$ cat src/rtl/trng_collector_if.sv
// Raw TRNG sample stream in, FWFT FIFO read port and occupancy out.
// master drives samples and rd_ready; slave is the collector.
interface trng_collector_if #(
  parameter int DEPTH = 8
);
  logic [7:0]             raw_in;
  logic                   raw_valid;
  logic                   rd_ready;
  logic                   rd_valid;
  logic [7:0]             rd_data;
  logic [$clog2(DEPTH):0] level;

  modport master (output raw_in, raw_valid, rd_ready, input rd_valid, rd_data, level);
  modport slave  (input raw_in, raw_valid, rd_ready, output rd_valid, rd_data, level);
endinterface

$ cat src/rtl/trng_collector.sv
// TRNG collector: repetition-count health test, warm-up discard, FWFT byte FIFO; a push at edge N is readable after N.
// A full FIFO drops samples unless popped that cycle. Optional whitening via TRNG_COLLECT_WHITEN_EN.
module trng_collector #(
  parameter int DEPTH     = 8,
  parameter int REP_LIMIT = 4,
  parameter int WARMUP    = 16
) (
  input  logic            clk,
  input  logic            reset,
  input  logic            enable,
  input  logic            fault_clr,
  output logic            fault,
  trng_collector_if.slave bus
);
  localparam int PW = $clog2(DEPTH);
  localparam int LW = PW + 1;
  localparam int WW = $clog2(WARMUP + 1);
  localparam int RW = $clog2(REP_LIMIT + 1);

  typedef enum logic [1:0] {S_IDLE, S_WARMUP, S_COLLECT, S_FAULT} state_t;
  state_t state, state_nxt;

  logic [WW-1:0] warm_cnt;
  logic [RW-1:0] rep_cnt, rep_nxt;
  logic [7:0]    last_sample, wr_dat, head;
  logic [7:0]    mem [DEPTH];
  logic [PW-1:0] wr_ptr, rd_ptr;
  logic [LW-1:0] count, remain;
  logic          active, in_warmup, in_collect, start;
  logic          sample, rep_hit, warm_done, pop, push;

  always_ff @(posedge clk or posedge reset) begin
    if (reset) state <= S_IDLE;
    else       state <= state_nxt;
  end

  // Health fault outranks enable=0; enable is ignored once faulted.
  always_comb begin
    state_nxt = state;
    unique case (state)
      S_IDLE:    if (enable) state_nxt = S_WARMUP;
      S_WARMUP:  if (rep_hit) state_nxt = S_FAULT;
                 else if (!enable) state_nxt = S_IDLE;
                 else if (warm_done) state_nxt = S_COLLECT;
      S_COLLECT: if (rep_hit) state_nxt = S_FAULT;
                 else if (!enable) state_nxt = S_IDLE;
      S_FAULT:   if (fault_clr) state_nxt = S_IDLE;
      default:   state_nxt = S_IDLE;
    endcase
  end

  always_comb begin
    active     = 1'b0;
    in_warmup  = 1'b0;
    in_collect = 1'b0;
    start      = 1'b0;
    fault      = 1'b0;
    unique case (state)
      S_IDLE:    start = enable;
      S_WARMUP:  begin active = 1'b1; in_warmup = 1'b1; end
      S_COLLECT: begin active = 1'b1; in_collect = 1'b1; end
      S_FAULT:   fault = 1'b1;
      default:   ;
    endcase
  end

`ifdef TRNG_COLLECT_WHITEN_EN
  assign wr_dat = bus.raw_in ^ last_sample;
`else
  assign wr_dat = bus.raw_in;
`endif

  assign sample    = active && bus.raw_valid;
  assign rep_nxt   = (bus.raw_in == last_sample) ? rep_cnt + RW'(1) : RW'(1);
  assign rep_hit   = sample && (rep_nxt == RW'(REP_LIMIT));
  assign warm_done = in_warmup && bus.raw_valid && (warm_cnt == WW'(WARMUP - 1));
  assign pop       = bus.rd_valid && bus.rd_ready;
  assign push      = in_collect && bus.raw_valid && !rep_hit && ((count != LW'(DEPTH)) || pop);
  assign remain    = count - LW'(pop);

  always_ff @(posedge clk or posedge reset) begin
    if (reset) begin
      warm_cnt    <= '0;
      rep_cnt     <= '0;
      last_sample <= '0;
    end else if (start) begin
      warm_cnt <= '0;
      rep_cnt  <= '0;
    end else if (sample) begin
      rep_cnt     <= rep_nxt;
      last_sample <= bus.raw_in;
      if (in_warmup) warm_cnt <= warm_cnt + WW'(1);
    end
  end

  always_ff @(posedge clk) begin
    if (push) mem[wr_ptr] <= wr_dat;
  end

  // head is a registered copy of the FIFO front so rd_data never depends on inputs.
  always_ff @(posedge clk or posedge reset) begin
    if (reset) begin
      wr_ptr <= '0;
      rd_ptr <= '0;
      count  <= '0;
      head   <= '0;
    end else if (rep_hit) begin
      wr_ptr <= '0;
      rd_ptr <= '0;
      count  <= '0;
    end else begin
      if (push) wr_ptr <= wr_ptr + PW'(1);
      if (pop)  rd_ptr <= rd_ptr + PW'(1);
      count <= count + LW'(push) - LW'(pop);
      if (remain != '0) begin
        if (pop) head <= mem[rd_ptr + PW'(1)];
      end else if (push) begin
        head <= wr_dat;
      end
    end
  end

  assign bus.rd_valid = (count != '0);
  assign bus.rd_data  = head;
  assign bus.level    = count;
endmodule

$ cat src/flat_wrapper.sv
// flat-port wrapper written by rule: the top's interface ports become plain ports
module trng_collector_flat 
#(
  parameter int DEPTH     = 8,
  parameter int REP_LIMIT = 4,
  parameter int WARMUP    = 16
)
  (clk, reset, enable, fault_clr, fault, bus_raw_in, bus_raw_valid, bus_rd_ready, bus_rd_valid, bus_rd_data, bus_level);
  trng_collector_if #(.DEPTH(DEPTH)) bus_i ();
  input  logic clk;
  input  logic reset;
  input  logic enable;
  input  logic fault_clr;
  output logic fault;
  input wire logic [$bits(bus_i.raw_in)-1:0] bus_raw_in;
  input wire logic [$bits(bus_i.raw_valid)-1:0] bus_raw_valid;
  input wire logic [$bits(bus_i.rd_ready)-1:0] bus_rd_ready;
  output wire logic [$bits(bus_i.rd_valid)-1:0] bus_rd_valid;
  output wire logic [$bits(bus_i.rd_data)-1:0] bus_rd_data;
  output wire logic [$bits(bus_i.level)-1:0] bus_level;
  assign bus_i.raw_in = bus_raw_in;
  assign bus_i.raw_valid = bus_raw_valid;
  assign bus_i.rd_ready = bus_rd_ready;
  assign bus_rd_valid = bus_i.rd_valid;
  assign bus_rd_data = bus_i.rd_data;
  assign bus_level = bus_i.level;
  trng_collector #(.DEPTH(DEPTH), .REP_LIMIT(REP_LIMIT), .WARMUP(WARMUP)) u_core (.clk(clk), .reset(reset), .enable(enable), .fault_clr(fault_clr), .fault(fault), .bus(bus_i));
endmodule
$ cat config.mk
export PLATFORM = sky130hd
export DESIGN_NAME = trng_collector_flat
export DESIGN_NICKNAME = d
export VERILOG_FILES = /design/src/rtl/trng_collector_if.sv /design/src/rtl/trng_collector.sv /design/src/flat_wrapper.sv
export SDC_FILE = /design/constraint.sdc
export NUM_CORES = 1
export LEC_CHECK = 0
export CAP_MARGIN = 0
export CORE_MARGIN = 2
export CORE_UTILIZATION = 57
export CTS_BUF_LIST = sky130_fd_sc_hd__clkbuf_4
export DETAILED_ROUTE_END_ITERATION = 6
export DONT_BUFFER_PORTS = 1
export PLACE_DENSITY_LB_ADDON = 0.1
export SLEW_MARGIN = 15
export SYNTH_ARGS = -nofsm -noshare
export SYNTH_HDL_FRONTEND = slang
export SYNTH_SLANG_ARGS = --single-unit
$ cat constraint.sdc
create_clock -name clk -period 5.5 [get_ports clk]
set_input_delay 1.65 -clock clk [delete_from_list [all_inputs] [get_ports clk]]
set_output_delay 1.65 -clock clk [all_outputs]
set_load 0.01 [all_outputs]
After elaboration in Yosys (flattened, before gate mapping)
Memories as Yosys holds them, arrays and structs flattened.
Cells that the tools add are included.
{ "totals": {"ram_bits": 64, "out_inout_bits": 14, "in_bits": 14, "ff_bits": 36, "wordCells": 82, "n_memories": 1} }
{ "mem_list": {"columns": ["memory", "depth", "width", "rd", "rd_ports_with_merged_regs", "write_ports", "line_no", "text"], "rows": [
  ["u_core.mem", 8, 8, 1, 0, 1, "trng_collector.sv:26", "logic [7:0] mem [DEPTH];"]
]} }
{ "op_classes": {"n_eq_ne": 12, "n_reduce_logical": 23, "bitwise": 2, "mux": 29, "n_addsub": 7} }
{ "ops": {"columns": ["cell", "n"], "rows": [
  ["2-to-1 mux 8 bit", 3],
  ["2-to-1 mux 3 bit", 7],
  ["2-to-1 mux 5 bit", 3],
  ["2-to-1 mux 2 bit", 7],
  ["nonzero test 2 bit", 5],
  ["adder 3 x 1 -> 3 bit (second input constant)", 3],
  ["equality test 8 bit", 1],
  ["logical AND 1 bit", 8],
  ["one-hot mux 2 bit (4 select lines)", 1],
  ["nonzero test 4 bit", 2],
  ["subtractor 4 x 1 -> 4 bit", 2],
  ["2-to-1 mux 1 bit", 7],
  ["adder 5 x 1 -> 5 bit (second input constant)", 1],
  ["equality test 5 x 4 -> 1 bit (second input constant)", 1],
  ["adder 4 x 1 -> 4 bit", 1],
  ["equality test 2 bit (second input constant)", 2],
  ["2-to-1 mux 4 bit", 1],
  ["!= test 2 bit (second input constant)", 2],
  ["!= test 4 x 2 -> 1 bit (second input constant)", 1],
  ["!= test 4 bit (second input constant)", 1],
  ["AND reduction 2 bit", 2],
  ["AND reduction 4 bit", 1],
  ["equality test 3 bit (second input constant)", 1],
  ["!= test 3 x 2 -> 1 bit (second input constant)", 1],
  ["other kinds (8)", 9]
]} }

Longest topological paths before layout
{ "depth": {"depth_word": 11, "ltp_mapped": 12, "depth_no_buf": 12} }

Worst setup path before layout
No wires, ideal clock.
{ "synth_timing": {"kind": "in2reg", "start": "input bus_rd_ready", "end": "register u_core.head[0], in the netlist u_core.bus.rd_data[0]", "setup_slack_ns": 1.479, "arrival_ns": 3.941, "path_stages": 8, "required_time_ns": 5.420, "path_cell_list": "a21boi_4 ha_1 inv_1 ha_1 a2111oi_4 a21oi_2 a211oi_4 mux2i_1"} }
{ "synth_via": {"elab_chain_len": 5, "elab_cells_between_ends": 9} }
{ "synth_lines": {"columns": ["item", "line_no", "text"], "rows": [
  ["from (decl)", "flat_wrapper.sv:17", "input wire logic [$bits(bus_i.rd_ready)-1:0] bus_rd_ready;"],
  ["logical AND 1 bit *", "trng_collector.sv:77", "assign pop = bus.rd_valid && bus.rd_ready;"],
  ["subtractor 4 x 1 -> 4 bit or logical OR 1 bit (tied branches)", "trng_collector.sv:79, trng_collector.sv:78", null],
  ["nonzero test 4 bit or logical AND 1 bit (tied branches)", "trng_collector.sv:115, trng_collector.sv:78", null],
  ["!= test 2 x 1 -> 1 bit (no line) or nonzero test 2 bit (tied branches)", null, null],
  ["AND reduction 3 bit (no line)", null, null],
  ["to (signal assigned)", "trng_collector.sv:116", "if (pop) head <= mem[rd_ptr + PW'(1)];"],
  ["to (signal assigned)", "trng_collector.sv:118", "head <= wr_dat;"],
  ["to (decl)", "trng_collector.sv:25", "logic [7:0] last_sample, wr_dat, head;"]
]} }
Mark *: on every way between the ends. The rest lies on a longest branch, timed or not.
A chain may end at the register's enable or synchronous reset.

Worst setup path after layout
{ "layout_timing": {"start": "input bus_rd_ready", "end": "register u_core.head[1], in the netlist u_core.bus.rd_data[1]"} }
The elaborated chain is that of the path after synthesis.

==> results.md <==
- Mean post-synth cell area: 14.47 µm²
- # DRC: 0
- Yosys Warn Count: 0
- Post-placement cell area: 0.004842 mm²
- Vias in the first global route: roughly 2,500
- Area Overhead vs Synth: 6.638%
- Hold slack: 0.5332 ns
- Crit path kind: primary input to register
- Initial antenna violation count: 0
- Post-Layout Cell Count: approximately 440
- WP data required: 5.88 ns
- Clock buffer depth: 2
- Psw: roughly 950 µW
- Overall global routing resource usage: 0.1981
- Part of the Yosys area used for sequential elements: 0.6039
- Hold_buf cts: 0
- Max stage delay on crit path: 0.53 ns
- Starting DRT DRC Count: 97
- Total gr overflow: 0
- Slew of the pin with the lowest slew margin: just over 1 ns
- H-tree Lvls: 3
- Initial Util: 0.5776
- Clock insertion delay at the later pin of the skew report: 0.45 ns
- P per Cell Area: between 400 and 500 mW/mm²
- Filler cells: 654
- Reg clk slew, reported paths: approximately 0.16 ns
- Max Cap Viol: 0
- Worst-path fanout max: 18
- Detail Route Antenna Nets: 0
- RD Place Congestion: 0.7752
- Die width: ~95 µm
- Status: complete, no violations
- Mapped Area: 0.004674 mm²
- Worst setup margin: 1.757 ns
- Most frequent cells in the layout: 64 x edfxtp_1, 43 x mux2i_1, 35 x dfrtp_1
- Worst Skew: between 0.01 and 0.015 ns
- Final setup vio count: 0
- Full die area: 0.008942 mm²
- Clock share of power: 0.152
- Wire length per cell: 18.28 µm
- First-pass GRT wire length: 12,640 µm
- Nets@finish: roughly 360
- RSZ-0062 raised after global routing: no
- Core Area: 0.008093 mm²
- Pre-CTS setup slack: 1.258 ns
- Startpoint Class: primary input
- Slew Viols, Final: 0
- Critical path arrival: 4.13 ns
- Number of flops mapped to enable cells by yosys: 64
- CTS Buf Count: 9
- Min-Delay Path Class: register to register
- Fmax: ~270 MHz
- Most frequent CP cell: ha_1
- Post-layout min period: 3.743 ns
- Post-CTS sizing: 0
- TritonRoute pass-1 iters: 4
- Post-DP HPWL: roughly 5400 µm
- Worst Setup End Kind: register
- FF+latch area: ~0.0028 mm²
- Sw Ratio: 0.3814
- Distinct cells, synth: 52
- Largest net degree at the start of global routing: 37
- CP Cell Sequence: a21boi_4 -> ha_1 -> inv_1 -> ha_1 -> a2111oi_4 -> buf_4 -> a21oi_2 -> a211oi_4 -> mux2i_1
- CTS tree: yes
- Via-per-instance ratio: between 5 and 6
- Post-CTS Setup Bufs: 0
- ANT cells: 0
- Async set or reset register ratio after synthesis: 0.3600
- Layout cell share with drive strength beyond 1: 0.1557
- Worst slew margin: 0.3221
- Final hold viol count: 0
- Mapped Cells: about 320
- Worst path buffer plus inverter count: 2
- Pleak: 1.963 nW
- Post-synth top flop: edfxtp_1
- Vias: 2,478
- Number of synthesized register bits: 100
- Chip height: 94.56 µm
- CTS Root Cell: clkbuf_4
- Pint: 1.540 mW
- Syn nets: 356
- Worst vdd ir: 0.0003535 V
- Most common cell after layout, fill and taps aside: edfxtp_1
- Slowest CP cell: a211oi_4
- DRT Wirelength: 8023 µm
- Final TNS setup: 0 ns
- Port bufs: 0
- Top-Level Pins: 28
- TritonCTS Sinks: 100
- Final worst path period share: 0.6806
- CP top delay family: compound AO/OA/AOI/OAI gates
- Sequential share of power: 0.454
- Post-route cell area: 0.004985 mm²
- Multi-input logic area: approximately 0.0018 mm²
- Row Count: 33
- Logic pwr share: 0.394
- Placed Cells: 423
==> sequential cells by signal, indices dropped and copies added, names as in the netlist <==
signal	flops
u_core.last_sample	8
u_core.mem	64
u_core.rep_cnt	3
u_core.wr_ptr	3
u_core.bus.rd_data	8
u_core.state	2
u_core.warm_cnt	5
u_core.rd_ptr	3
u_core.bus.level	4
==> power groups by stage <==
stage                     Combinational, mW  Clock, mW  Sequential [mW]
final                                 0.981      0.378             1.13
after global placement                0.973          0             1.15
after CTS                             0.993      0.387             1.13
after global routing                   1.10      0.416             1.15
after floorplan                       0.883          0             1.05
after detailed placement              0.986          0             1.15
==> worst register-to-register path: stages (launching register included) <==
cell,delay [ns]
dfrtp_1,0.48
inv_1,0.12
ha_1,0.26
a21boi_4,0.27
ha_1,0.28
inv_1,0.10
ha_1,0.33
a2111oi_4,0.32
buf_4,0.28
a21oi_2,0.10
a211oi_4,0.53
mux2i_1,0.25
==> layout make-up <==
cell class                      count  share of cell area
Tap cell                          105             0.02636
Clock inverter                      7             0.01506
Multi-Input combinational cell    190              0.3529
Timing Repair Buffer                6            0.009036
Inverter                           22             0.01657
Clock buffer                        9             0.01355
Sequential cell                   100              0.5665
==> routing by layer <==
metal | track usage | vias up | wire, µm
met5 | 0 | - | 0
met4 | 0.06159 | 0 | 100
met3 | 0.04549 | 8 | 366
met2 | 0.3315 | 44 | 3930
met1 | 0.2603 | 1242 | 3626
li1 | - | 1184 | -
==> synth_stat cells (all sizes together), types with 2 or more instances <==
master,n,area share
nor2,28,0.022
and3,2,0.0027
clkbuf,6,0.0048
a21oi,12,0.014
nor4b,2,0.0037
mux4,8,0.039
nor3,3,0.0032
mux2,9,0.022
o21ai,3,0.0032
nand2,8,0.0080
mux2i,43,0.092
dfrtp,36,0.19
inv,22,0.018
nor4,3,0.0072
buf,5,0.0056
ha,18,0.048
nand3,2,0.0032
xnor2,14,0.026
a21boi,2,0.0056
a211oi,3,0.0075
nand2b,2,0.0027
and2,2,0.0027
nor3b,2,0.0032
edfxtp,64,0.41
xor2,6,0.013
nor2b,2,0.0027
nand4,3,0.0067
==> stage by stage <==
step,total power [mW],utilization
after floorplan,1.931,-
after global placement,2.121,0.5983
after detailed placement,2.137,0.5983
after CTS,2.516,0.6160
after global routing,2.667,0.6160
final,2.490,0.6160
==> cell families (layout without fill, tap and decap cells) <==
family	Yosys count	after routing	synth area share
mux	60	60	0.1523
simple gates	62	62	0.07441
fa+ha+maj	19	19	0.05246
xor+xnor	20	20	0.03908
buf+inv	33	44	0.02810
flops	100	100	0.6039
compound gates	29	29	0.04979
==> worst paths after layout <==
kind / start / to / slack [ns] / depth (start not counted)
worst max-delay path: bus_rd_ready / u_core.bus.rd_data[1]$_DFFE_PP0P_ / 1.76 / 9
worst min-delay path: u_core.last_sample[1]$_DFFE_PP0P_ / u_core.last_sample[1]$_DFFE_PP0P_ / 0.53 / 1
worst max register to register: u_core.bus.level[2]$_DFF_PP0_ / u_core.bus.rd_data[1]$_DFFE_PP0P_ / 2.10 / 11
worst min register to register: u_core.last_sample[1]$_DFFE_PP0P_ / u_core.last_sample[1]$_DFFE_PP0P_ / 0.53 / 1
max in group asynchronous: reset / u_core.rd_ptr[0]$_DFFE_PP0P_ / 3.99 / 2
min in group asynchronous: reset / u_core.bus.level[3]$_DFF_PP0_ / 1.16 / 2
No activity file was read; power rests on OpenSTA's default activity.
